$ cat config.mk
export PLATFORM = sky130hd
export DESIGN_NAME = axi_default_slave
export DESIGN_NICKNAME = d
export VERILOG_FILES = /design/src/rtl/axi_default_slave.sv
export SDC_FILE = /design/constraint.sdc
export NUM_CORES = 1
export LEC_CHECK = 0
export ABC_AREA = 1
export BUFFER_PORTS_ARGS = -buffer_cell sky130_fd_sc_hd__clkbuf_2
export CAP_MARGIN = 20
export CORE_AREA = 2 2 78 80
export CTS_CLUSTER_DIAMETER = 100
export DETAILED_ROUTE_END_ITERATION = 10
export DIE_AREA = 0 0 80 82
export PLACE_DENSITY = 0.84
export SLEW_MARGIN = 20
export SYNTH_ARGS = -nofsm -noshare
export SYNTH_HDL_FRONTEND = slang
export SYNTH_SLANG_ARGS = --single-unit
$ cat constraint.sdc
create_clock -name clk -period 1.4 [get_ports clk]
set_input_delay 0.14 -clock clk [delete_from_list [all_inputs] [get_ports clk]]
set_output_delay 0.14 -clock clk [all_outputs]
set_load 0.02 [all_outputs]
$ cat src/rtl/axi_default_slave.sv
// Fall-through AXI responder: completes every read and write handshake and answers DECERR.
// Read and write sides are independent FSMs; all handshake outputs come straight from registers.
module axi_default_slave #(
    parameter int                 ID_W       = 8,
    parameter int                 DATA_W     = 32,
    parameter int                 LEN_W      = 4,
    parameter logic [DATA_W-1:0]  RDATA_FILL = '0
) (
    input  logic                  clk,
    input  logic                  rst,
    input  logic [ID_W-1:0]       AWID,
    input  logic [31:0]           AWADDR,
    input  logic [LEN_W-1:0]      AWLEN,
    input  logic [2:0]            AWSIZE,
    input  logic [1:0]            AWBURST,
    input  logic                  AWVALID,
    output logic                  AWREADY,
    input  logic [DATA_W-1:0]     WDATA,
    input  logic [DATA_W/8-1:0]   WSTRB,
    input  logic                  WLAST,
    input  logic                  WVALID,
    output logic                  WREADY,
    output logic [ID_W-1:0]       BID,
    output logic [1:0]            BRESP,
    output logic                  BVALID,
    input  logic                  BREADY,
    input  logic [ID_W-1:0]       ARID,
    input  logic [31:0]           ARADDR,
    input  logic [LEN_W-1:0]      ARLEN,
    input  logic [2:0]            ARSIZE,
    input  logic [1:0]            ARBURST,
    input  logic                  ARVALID,
    output logic                  ARREADY,
    output logic [ID_W-1:0]       RID,
    output logic [DATA_W-1:0]     RDATA,
    output logic [1:0]            RRESP,
    output logic                  RLAST,
    output logic                  RVALID,
    input  logic                  RREADY
);
    localparam logic [1:0] DECERR = 2'b11;

    typedef enum logic [1:0] {W_IDLE, W_DATA, W_RESP} w_state_t;
    typedef enum logic       {R_IDLE, R_DATA} r_state_t;

    w_state_t          w_state;
    r_state_t          r_state;
    logic [ID_W-1:0]   bid_r;
    logic [ID_W-1:0]   rid_r;
    logic [LEN_W-1:0]  rlen_r;
    logic [LEN_W-1:0]  cnt;
    logic [DATA_W-1:0] rdata_r;
    logic              awready_r, wready_r, bvalid_r;
    logic              arready_r, rvalid_r, rlast_r;

    // Ignored request fields and write payload are folded here so they register as deliberately unused.
    logic unused_inputs;
    assign unused_inputs = ^{AWADDR, AWLEN, AWSIZE, AWBURST, WDATA, WSTRB,
                             ARADDR, ARSIZE, ARBURST};

    // Write side: the burst is closed by WLAST alone, no beat counting.
    always_ff @(posedge clk) begin
        if (rst) begin
            w_state   <= W_IDLE;
            awready_r <= 1'b1;
            wready_r  <= 1'b0;
            bvalid_r  <= 1'b0;
            bid_r     <= '0;
        end else begin
            case (w_state)
                W_IDLE: if (AWVALID) begin
                    bid_r     <= AWID;
                    awready_r <= 1'b0;
                    wready_r  <= 1'b1;
                    w_state   <= W_DATA;
                end
                W_DATA: if (WVALID && WLAST) begin
                    wready_r <= 1'b0;
                    bvalid_r <= 1'b1;
                    w_state  <= W_RESP;
                end
                W_RESP: if (BREADY) begin
                    bvalid_r  <= 1'b0;
                    awready_r <= 1'b1;
                    w_state   <= W_IDLE;
                end
                default: begin
                    w_state   <= W_IDLE;
                    awready_r <= 1'b1;
                    wready_r  <= 1'b0;
                    bvalid_r  <= 1'b0;
                end
            endcase
        end
    end

    // Read side: RLAST is precomputed one beat ahead so it is a plain register output.
    always_ff @(posedge clk) begin
        if (rst) begin
            r_state   <= R_IDLE;
            arready_r <= 1'b1;
            rvalid_r  <= 1'b0;
            rlast_r   <= 1'b0;
            rid_r     <= '0;
            rlen_r    <= '0;
            cnt       <= '0;
            rdata_r   <= '0;
        end else begin
            case (r_state)
                R_IDLE: if (ARVALID) begin
                    rid_r     <= ARID;
                    rlen_r    <= ARLEN;
                    cnt       <= '0;
                    rdata_r   <= RDATA_FILL;
                    arready_r <= 1'b0;
                    rvalid_r  <= 1'b1;
                    rlast_r   <= (ARLEN == '0);
                    r_state   <= R_DATA;
                end
                R_DATA: if (RREADY) begin
                    if (rlast_r) begin
                        rvalid_r  <= 1'b0;
                        rlast_r   <= 1'b0;
                        rdata_r   <= '0;
                        arready_r <= 1'b1;
                        r_state   <= R_IDLE;
                    end else begin
                        cnt     <= cnt + LEN_W'(1);
                        rlast_r <= ((cnt + LEN_W'(1)) == rlen_r);
                    end
                end
                default: begin
                    r_state   <= R_IDLE;
                    arready_r <= 1'b1;
                    rvalid_r  <= 1'b0;
                    rlast_r   <= 1'b0;
                end
            endcase
        end
    end

    assign AWREADY = awready_r;
    assign WREADY  = wready_r;
    assign BVALID  = bvalid_r;
    assign BID     = bid_r;
    assign BRESP   = DECERR;
    assign ARREADY = arready_r;
    assign RVALID  = rvalid_r;
    assign RLAST   = rlast_r;
    assign RID     = rid_r;
    assign RDATA   = rdata_r;
    assign RRESP   = DECERR;
endmodule

* Word level (Yosys, flattened, before mapping)
Cells that the tools add are included.
Storage, ports and cells: flip-flop bits (word level) 65, input port bits 142, output and inout bits 58, logic and storage cells 77
Cells by class: $add $sub $neg 1, equal/unequal tests 10, multiplexer cells 37, bitwise gates (word level) 4, reduce and logical (&&, ||, !) cells 12
Operators with widths (count):
- two-way mux 32 bit | 3
- case mux 32 bit (2 select lines) | 1
- two-way mux 1 bit | 18
- AND reduction 3 bit | 6
- two-way mux 4 bit | 3
- != test 2 bit (second input constant) | 6
- case mux 1 bit (3 select lines) | 3
- case mux 1 bit (2 select lines) | 4
- case mux 4 bit (2 select lines) | 1
- two-way mux 2 bit | 3
- case mux 2 bit (3 select lines) | 1
- AND reduction 2 bit | 3
- adder 4 x 1 -> 4 bit (second input constant) | 1
- equality test 4 bit | 1
- logical NOT 4 bit | 1
- NOT 1 bit | 4
- equality test 2 x 1 -> 1 bit (second input constant) | 1
- equality test 2 bit (second input constant) | 1
- logical NOT 2 bit | 1
- != test 2 x 1 -> 1 bit (second input constant) | 1
- logical AND 1 bit | 1

* Longest topological paths before layout
depth in word-level cells 5, depth in mapped cells 10, depth with buffers taken out 10

* Least setup slack after synthesis
No wires, ideal clock.
kind flip-flop to flip-flop, start register cnt[0], end register rlast_r, in the netlist RLAST, library setup time 64 ps, data arrival time 1115 ps, data required time 1336 ps, slack 221 ps, cell stages (with the launch flop) 9, path buffers 0, clock period less this slack 1179 ps, cell sequence dfxtp_1 -> ha_1 -> nand2_1 -> nand3_1 -> nor2_1 -> nand2_1 -> nor2_1 -> nor2_1 -> nor2_1
Between the ends: longest elaborated chain between the ends 5
Ends and longest elaborated chain:
- from (decl) | RTL line 51 | logic [LEN_W-1:0] cnt;
- from (signal assigned) | RTL line 128 | cnt <= cnt + LEN_W'(1);
- adder 4 x 1 -> 4 bit | RTL line 129 | rlast_r <= ((cnt + LEN_W'(1)) == rlen_r);
- equality test 4 bit | RTL line 129
- two-way mux 1 bit | RTL line 121 | if (rlast_r) begin
- two-way mux 1 bit | RTL line 120 | R_DATA: if (RREADY) begin
- case mux 1 bit (2 select lines) | RTL line 109 | case (r_state)
- to (signal assigned) | RTL line 117 | rlast_r <= (ARLEN == '0);
- to (signal assigned) | RTL line 129
- to (decl) | RTL line 54 | logic arready_r, rvalid_r, rlast_r;
Every way passes these cells. The select of a mux whose other input is x is not followed. A chain may end at the register's enable or synchronous reset.

* Final worst setup path
start register cnt[1], end register rlast_r, in the netlist RLAST
Same word-level chain as after synthesis.

==> results.tsv <==
metric	value	unit
ys_top_cells_by_area	dfxtp_1 (40%), buf_4 (17%), nor2_1 (9.4%)	
critPathBufInv	1	
hp-class	input pin to register	
rr_worst_depth	9	
cp_slowest_cell	dfxtp_4	
ys_types	23	
clock.fmax	0.782	GHz
fill_cells	637	
max_stage_delay	360	ps
fin_nets	419	
synth_top_area_share	40.4	%
drv_cap	0	
start_kind	register	
finalSetupViolations	0	
layout.cells.non_filler	351	
worstPathRequired	1610	ps
ir_worst_vdd	0.436	mV
dr.pass1.iters	4	
yosys_register_bits	33	
cts_max_level	2	
grt_util_all_layers	10.3	%
power.density	1170	nW/um^2
num_rows	28	
cts_tree	yes	
drt_iter0_markers	43	
synth_largest_area_cell	dfxtp_1	
dieArea	6560	sq um
hpwl	2670	um
hold_ws	115	ps
cp-end-kind	register	
utilization	33.9	%
path_cells	ha_4, inv_2, nand2_2, nand3_2, nor2_2, nand2_1, nor2_1, nor2_1, nor2_1	
wire_per_inst	9.86	um
hold_viol	0	
globalplace.congestion	0.766	
grt_max_degree	25	
place.port_buffers	49	
power_leakage	0.950	nW
fin_crit_sh	91.4	%
coreArea	5750	sq um
register_area	666	sq um
clock_latency	280	ps
synthToLayoutAreaGrowth	19.2	%
criticalPathCategory	register to register	
worstSetupPathDepth	9	
cts.path.max_buffers	2	
vias	1448	
io_pins	200	
diodes	0	
yosysSeqAreaShare	40.4	%
antenna_found_initial	0	
outcome	completed	
die_w	80	um
period_needed	1280	ps
cts_made_buffers	5	
cp_data_arrival_time	1490	ps
start_util	28.4	%
setup-tns-final	0	ps
syn_area_per_cell	7.33	sq um
synth_warnings	0	
cp_top_family	simple AND/OR/NAND/NOR gates	
grt_pass1_vias	1217	
totalWireLength	3460	um
cts_root_buf	clkbuf_8	
whs_path_depth	3	
dp.cells	342	
layout-drive-gt1-share	26.8	%
multiInputGateArea	756	sq um
synth_area	1630	sq um
detail-route-antenna-nets	0	
overflow	0	
finalClockSkew	2.60	ps
cp_max_fo	4	
finalMaxSlewViolations	0	
synthCells	223	
drc	0	
die_y	82	um
path_common_cell	nor2_1	
vias_per_cell	4.13	
clk_pin_slew	60	ps
cts.sinks	33	
grt_pass1_wl	5290	um
-- worst paths after layout --
| kind | startpoint | to | slack [ps] |
|---|---|---|---|
| worst max-delay path | cnt[1] | RLAST | 120 |
| worst max register to register | cnt[1] | RLAST | 120 |
| worst min-delay path | AWID[1] | BID[1] | 110 |
| worst min register to register | WREADY | WREADY | 470 |
-- registers in the layout, indices dropped and copies added, names as in the netlist --
register and count:
ARREADY 1, AWREADY 1, BID 8, BVALID 1, RID 8, RLAST 1
RVALID 1, WREADY 1, cnt 4, r_state 1, rlen_r 4, w_state 2
-- Yosys cell counts --
library cell and count:
nand3_1 9, clkbuf_1 2, buf_4 36, nor2_4 2, dfxtp_1 33, nand3b_1 1, inv_1 14, o31ai_1 1
o21ai_1 1, o211ai_1 1, buf_6 1, nand4_1 2, nor2_1 41, xnor2_1 1, conb_1 2, a21oi_1 16
nand2_1 26, nand2_2 1, inv_2 3, nor2_2 1, o21ai_0 25, buf_2 3, ha_1 1
-- cell families (layout without fill, tap and decap cells) --
kind of cell	after synthesis	in the layout	synth area share [%]
AO/OA/AOI/OAI	44	44	13.8
XOR/XNOR	1	1	0.536
adder cells (fa/ha/maj)	1	1	0.766
buffers and inverters	59	78	22.5
flip-flops	33	33	40.4
other	2	36	0.460
AND/OR/NAND/NOR	83	83	21.5
-- worst reg2reg max path, delay by kind of cell (launching register included) --
kind	cells	cell delay (ps)
and+or+nand+nor	7	560
adders and majority gates	1	280
DFF	1	360
buffers and inverters	1	40
-- report_power, final --
part	total [mW]	internal (mW)	switching (mW)	leakage [nW]
Combinational	0.511	0.158	0.353	0.632
Clock	0.716	0.390	0.326	0.0443
Sequential	1.06	1.02	0.0440	0.274
-- cell type report --
cell class	count	share of cell area, %
Multi-Input combinational cell	165	38.8
Sequential cell	33	34.2
Timing Repair Buffer	54	14.5
Tap cell	75	4.82
Clock buffer	7	4.43
Inverter	17	3.28
-- metrics by stage --
step | setup WS, ps | cell area, sq um | power (mW)
finish | 121 | 1950 | 2.29
global route | -12.7 | 1950 | 2.43
floorplan | 221 | 1760 | 1.51
global placement | 148 | 1820 | 1.57
detailed placement | 142 | 1820 | 1.58
CTS | 111 | 1910 | 2.30
-- cell usage in the layout, fill, tap and decap left out, types with 2 or more instances in the layout --
master and instances:
nor2_1 40, nor2_2 2, dfxtp_1 31, nand3_1 8
a21oi_1 16, nor2_4 2, conb_1 36, inv_1 13
clkbuf_8 6, nand2_2 2, clkbuf_2 49, nand4_1 2
nand2_1 25, inv_2 4, o21ai_0 25, buf_4 5
-- routing by layer --
metal	global-route usage (%)	vias to the layer above	routed length [um]
met3	3.74	3	285
met2	18.2	67	1630
met1	11.9	624	1530
li1	-	754	-
met5	0	-	0
met4	2.54	0	17
-- timing repair --
item | CTS | global route
endpoints found under the setup margin | 0 | 1
gates resized for setup | 0 | 8
hold buffers | 0 | 0
setup buffers | 0 | 2
Note: power is estimated with default switching activity, not from simulation.
